## src/rtl/mem_arbiter_pkg.sv

```systemverilog
// rtl/mem_arbiter_pkg.sv - shared encodings and defaults for the memory arbiter
package mem_arbiter_pkg;

   localparam int DEF_ADDR_W  = 32;
   localparam int DEF_DATA_W  = 32;
   localparam int DEF_TIMEOUT = 16;

   typedef enum logic [1:0] {
      ST_IDLE = 2'd0,
      ST_BUSY = 2'd1,
      ST_DONE = 2'd2
   } state_t;

   typedef enum logic {
      OWN_M0 = 1'b0,
      OWN_M1 = 1'b1
   } owner_t;

   function automatic owner_t other_owner(input owner_t o);
      return (o == OWN_M0) ? OWN_M1 : OWN_M0;
   endfunction

endpackage

```

## src/rtl/mem_arbiter_rr.sv

```systemverilog
// rtl/mem_arbiter_rr.sv - two-way round-robin grant selection
module rr_arbiter
   import mem_arbiter_pkg::*;
(
   input  logic   i_req0,
   input  logic   i_req1,
   input  owner_t i_last,
   output logic   o_valid,
   output owner_t o_gnt
);

   assign o_valid = i_req0 | i_req1;

   // On a tie the master that did not win last time gets the bus.
   always_comb begin
      o_gnt = OWN_M0;
      if (i_req0 && i_req1) begin
         o_gnt = other_owner(i_last);
      end else if (i_req1) begin
         o_gnt = OWN_M1;
      end
   end

endmodule

```

## src/rtl/mem_arbiter.sv

```systemverilog
// rtl/mem_arbiter.sv - shares one memory port between a data master (m0) and a fetch master (m1)
module mem_arbiter
   import mem_arbiter_pkg::*;
#(
   parameter int ADDR_W  = DEF_ADDR_W,
   parameter int DATA_W  = DEF_DATA_W,
   parameter int TIMEOUT = DEF_TIMEOUT
) (
   input  logic                clk,
   input  logic                rst,
   input  logic                m0_req_i,
   input  logic                m0_we_i,
   input  logic [ADDR_W-1:0]   m0_addr_i,
   input  logic [DATA_W-1:0]   m0_wdata_i,
   input  logic [DATA_W/8-1:0] m0_sel_i,
   output logic [DATA_W-1:0]   m0_rdata_o,
   output logic                m0_ack_o,
   output logic                m0_err_o,
   input  logic                m1_req_i,
   input  logic [ADDR_W-1:0]   m1_addr_i,
   output logic [DATA_W-1:0]   m1_rdata_o,
   output logic                m1_ack_o,
   output logic                m1_err_o,
   output logic                s_ce_o,
   output logic                s_we_o,
   output logic [ADDR_W-1:0]   s_addr_o,
   output logic [DATA_W-1:0]   s_wdata_o,
   output logic [DATA_W/8-1:0] s_sel_o,
   input  logic [DATA_W-1:0]   s_rdata_i,
   input  logic                s_ack_i,
   output logic                stall_req_o
);

   localparam int SEL_W = DATA_W / 8;
   localparam int CNT_W = $clog2(TIMEOUT);
   localparam logic [CNT_W-1:0] CNT_LAST = CNT_W'(TIMEOUT - 1);

   state_t              r_state;
   owner_t              r_owner;
   owner_t              r_last;
   logic [CNT_W-1:0]    r_cnt;
   logic                r_s_ce;
   logic                r_s_we;
   logic [ADDR_W-1:0]   r_s_addr;
   logic [DATA_W-1:0]   r_s_wdata;
   logic [SEL_W-1:0]    r_s_sel;
   logic [DATA_W-1:0]   r_m0_rdata;
   logic [DATA_W-1:0]   r_m1_rdata;
   logic                r_m0_ack;
   logic                r_m0_err;
   logic                r_m1_ack;
   logic                r_m1_err;

   logic                w_gnt_valid;
   owner_t              w_gnt;
   logic                w_timeout;

   rr_arbiter u_rr (
      .i_req0  (m0_req_i),
      .i_req1  (m1_req_i),
      .i_last  (r_last),
      .o_valid (w_gnt_valid),
      .o_gnt   (w_gnt)
   );

   assign w_timeout = (r_cnt == CNT_LAST);

   always_ff @(posedge clk or posedge rst) begin
      if (rst) begin
         r_state    <= ST_IDLE;
         r_owner    <= OWN_M0;
         r_last     <= OWN_M1;
         r_cnt      <= '0;
         r_s_ce     <= 1'b0;
         r_s_we     <= 1'b0;
         r_s_addr   <= '0;
         r_s_wdata  <= '0;
         r_s_sel    <= '0;
         r_m0_rdata <= '0;
         r_m1_rdata <= '0;
         r_m0_ack   <= 1'b0;
         r_m0_err   <= 1'b0;
         r_m1_ack   <= 1'b0;
         r_m1_err   <= 1'b0;
      end else begin
         r_m0_ack <= 1'b0;
         r_m0_err <= 1'b0;
         r_m1_ack <= 1'b0;
         r_m1_err <= 1'b0;
         case (r_state)
            ST_IDLE: begin
               if (w_gnt_valid) begin
                  r_owner <= w_gnt;
                  r_last  <= w_gnt;
                  r_cnt   <= '0;
                  r_s_ce  <= 1'b1;
                  if (w_gnt == OWN_M0) begin
                     r_s_we    <= m0_we_i;
                     r_s_addr  <= m0_addr_i;
                     r_s_wdata <= m0_wdata_i;
                     r_s_sel   <= m0_sel_i;
                  end else begin
                     r_s_we    <= 1'b0;
                     r_s_addr  <= m1_addr_i;
                     r_s_wdata <= '0;
                     r_s_sel   <= '1;
                  end
                  r_state <= ST_BUSY;
               end
            end
            ST_BUSY: begin
               // A memory ack on the last allowed cycle still wins over the abort.
               if (s_ack_i || w_timeout) begin
                  r_s_ce    <= 1'b0;
                  r_s_we    <= 1'b0;
                  r_s_addr  <= '0;
                  r_s_wdata <= '0;
                  r_s_sel   <= '0;
                  r_state   <= ST_DONE;
                  if (r_owner == OWN_M0) begin
                     r_m0_rdata <= s_ack_i ? s_rdata_i : '0;
                     r_m0_ack   <= s_ack_i;
                     r_m0_err   <= ~s_ack_i;
                  end else begin
                     r_m1_rdata <= s_ack_i ? s_rdata_i : '0;
                     r_m1_ack   <= s_ack_i;
                     r_m1_err   <= ~s_ack_i;
                  end
               end else begin
                  r_cnt <= r_cnt + CNT_W'(1);
               end
            end
            ST_DONE: r_state <= ST_IDLE;
            default: r_state <= ST_IDLE;
         endcase
      end
   end

   assign s_ce_o      = r_s_ce;
   assign s_we_o      = r_s_we;
   assign s_addr_o    = r_s_addr;
   assign s_wdata_o   = r_s_wdata;
   assign s_sel_o     = r_s_sel;
   assign m0_rdata_o  = r_m0_rdata;
   assign m1_rdata_o  = r_m1_rdata;
   assign m0_ack_o    = r_m0_ack;
   assign m0_err_o    = r_m0_err;
   assign m1_ack_o    = r_m1_ack;
   assign m1_err_o    = r_m1_err;

   assign stall_req_o = (m0_req_i & ~r_m0_ack & ~r_m0_err) |
                        (m1_req_i & ~r_m1_ack & ~r_m1_err);

endmodule

```

## config.mk

```make
export PLATFORM = sky130hd
export DESIGN_NAME = mem_arbiter
export DESIGN_NICKNAME = d
export VERILOG_FILES = /design/src/rtl/mem_arbiter_pkg.sv /design/src/rtl/mem_arbiter_rr.sv /design/src/rtl/mem_arbiter.sv
export SDC_FILE = /design/constraint.sdc
export NUM_CORES = 1
export LEC_CHECK = 0
export CAP_MARGIN = 5
export CORE_MARGIN = 5
export CORE_UTILIZATION = 25
export CTS_CLUSTER_SIZE = 28
export DETAILED_ROUTE_END_ITERATION = 8
export GPL_TIMING_DRIVEN = 0
export SYNTH_ARGS = -nofsm -noshare
export SYNTH_HDL_FRONTEND = slang
export SYNTH_SLANG_ARGS = --single-unit
```

## constraint.sdc

```tcl
create_clock -name clk -period 7.9 [get_ports clk]
set_input_delay 1.185 -clock clk [delete_from_list [all_inputs] [get_ports clk]]
set_output_delay 1.185 -clock clk [all_outputs]
set_load 0.02 [all_outputs]
```

==> qor.yml <==
outcome: "finished, final reports clean"
start_util_pct: 25.38
clock_sinks: 146
vdd_drop_max_mv: 0.1537
cts_made_buffers: 17
seq_area_frac_synth_pct: 63.60
portBuffers: 276
clk_latency_ns: 0.42
die_w_microns: 161.6
synth_edf_count: 0
synthFlopType: "dfrtp_1"
hold_viol_final: 0
slew_headroom_pct: 46.65
grtUsageMet2_pct: 23.40
syn_avg_cell_area_sq_um: 14.33
antenna_found_initial: 0
avgRoutedWirePerCell_microns: 19.27
yosysMostFrequentCell: "dfrtp_1"
first_iter_violations: 285
cts_buffer_depth: 2
viasPerCell: 4.747
synth_top_area_cell: "dfrtp_1"
drtAntennaViolNets: 0
path_clk_slew_ns: 0.06
critPathCaptureType: "output pin"
fmax_mhz: 259.9
synthCells: 401
syn_to_final_growth_pct: 65.45
place_area_sq_mm: 0.008926
worstMarginPinSlew_ns: 0.7948
yosysWarnings: 0
dp_hpwl_microns: 14080
fillers: 2142
grt-busiest-layer: "met2"
post_cts.resized_instances: 0
drv_cap: 0
instances_no_fill: 996
synthArstFlopShare_pct: 100.0
grt_max_degree: 54
synth_area_leaders: "dfrtp_1 63%, a22o_1 10%, a32o_1 5.7%, mux2i_1 5.7%, o2bb2ai_1 4.6%"
die_height_microns: 161.6
grt_pass1_wl_microns: 29440
crit_path_start_kind: "primary input"
fin_crit_sh_pct: 48.71
dpl.cell_count: 964
grt_use_total_pct: 14.40
grt_use_met3_pct: 4.567
syn_area_sq_mm: 0.005747
leakage_nw: 4.058
cts_tree: "built"
fin_nets: 837
fp.coreArea_sq_mm: 0.02264
synth_nets: 540
arrival_ns: 2.66
drt_first_pass_iters: 4
ys_top_cells_by_count: "145 x dfrtp_1, 66 x a22o_1, 33 x a32o_1, 33 x mux2i_1, 30 x o2bb2ai_1"
ys_types: 38
synth-seq-cells: 146
rsz0062_at_grt: "no"
drt_wl_total_microns: 19190
p_total_mw: 4.028
root_buffer: "clkbuf_16"
rows: 55
fin_crit_ns: 3.848
vias: 4728
grt-ovfl-total: 0
yosys.area.top_type_share_pct: 63.14
use_met1_pct: 18.33
drive_gt1_share_pct: 9.423
worstPathMaxFanout: 6
path_class: "in -> out"
finish.instance_area_sq_mm: 0.009508
diodes: 0
cp.required_ns: 6.71
min_path_type: "reg -> reg"
powerDensity_mw_per_mm2: 423.6
drcViolationCount: 0
gp_congestion: 0.7250
cts_setup_buffers: 0
cts-htree-levels: 4
holdBufCountCts: 0
die-area_sq_mm: 0.02612
io_pins: 277
drv_slew: 0
tns_ns: 0
grt_pass1_vias: 5004
setup_viol: 0
fin_worst_skew_ns: 0.01107
-- placed cells by master, fill, tap and decap left out, drive strengths merged --
cell type / instances
o2bb2ai: 30
and3: 2
nor3: 4
o21ai: 8
a32o: 33
or3: 1
nand3: 3
nor2: 9
and4b: 1
a31oi: 3
mux2i: 33
clkinvlp: 2
a31o: 2
nand2: 3
a211o: 1
dfrtp: 145
ha: 1
a41oi: 1
o22ai: 7
a21oi: 2
nor3b: 3
nor2b: 1
clkinv: 3
dfstp: 1
clkdlybuf4s50: 276
a21o: 1
bufinv: 1
nand2b: 1
inv: 10
clkbuf: 30
buf: 25
a21boi: 1
a22o: 66
or2: 1
-- final cells by class --
cell class	count	area, sq um	share of cell area, %
multi-input combinational	218	1854	19.50
timing repair buffer	278	2818	29.64
clock buffer	18	439.2	4.619
clock inverter	14	142.6	1.500
inverter	2	12.51	0.1316
sequential	146	3655	38.44
tap	285	356.6	3.750
buffer	35	230.2	2.421
-- registers in the layout, indices dropped and copies added, names as in the netlist, 2 cells and up --
register / count
m0_rdata_o: 32
m1_rdata_o: 32
r_cnt: 4
r_state: 2
s_addr_o: 32
s_sel_o: 4
s_wdata_o: 32
-- logic make-up after synthesis --
family	after synthesis	synth area share (%)
flip-flops	146	63.60
AO/OA/AOI/OAI	155	23.27
AND/OR/NAND/NOR	29	3.027
adder cells (fa/ha/maj)	1	0.2177
multiplexers	33	5.748
buffers and inverters	37	4.137
-- critical path: stages --
cell	delay, ns
clkdlybuf4s50_1	0.66
a22o_1	0.18
clkdlybuf4s50_1	0.64
-- through the flow --
stage	worst slack, ns	util (%)	hold WS (ns)
after global routing	4.011	42.00	0.4981
final	4.052	42.00	0.4761
after detailed placement	4.046	39.43	0.4649
after floorplan	2.794	-	0.4963
after global placement	0.4338	39.16	0.4630
after CTS	4.044	42.00	0.4792
-- metal layers --
| layer | wire, microns | part of all wire [%] | vias up |
|---|---|---|---|
| met3 | 1342 | 7.0 | 23 |
| met4 | 375 | 2.0 | 0 |
| met2 | 9363 | 49 | 174 |
| li1 | - | - | 2175 |
| met1 | 8111 | 42 | 2356 |
| met5 | 0 | 0 | - |
-- worst paths after layout --
path / slack [ns] / start / depth (start not counted) / to
min reg2reg: 0.48 / s_ce_o / 1 / s_ce_o
max reg2reg: 5.97 / r_cnt[0] / 5 / s_wdata_o[5]
max: 4.05 / m0_req_i / 3 / stall_req_o
min in group asynchronous: 1.16 / rst / 2 / s_wdata_o[15]
min: 0.48 / s_ce_o / 1 / s_ce_o
max in group asynchronous: 5.78 / rst / 4 / r_last
-- power by group --
group          total, mW  switching (mW)  leakage, nW  internal [mW]
sequential          1.30           0.204         1.86           1.10
combinational       1.92           0.974         1.92          0.948
clock              0.804           0.350        0.283          0.453
total               4.03            1.53         4.06           2.50
(Power assumes the default switching activity.)
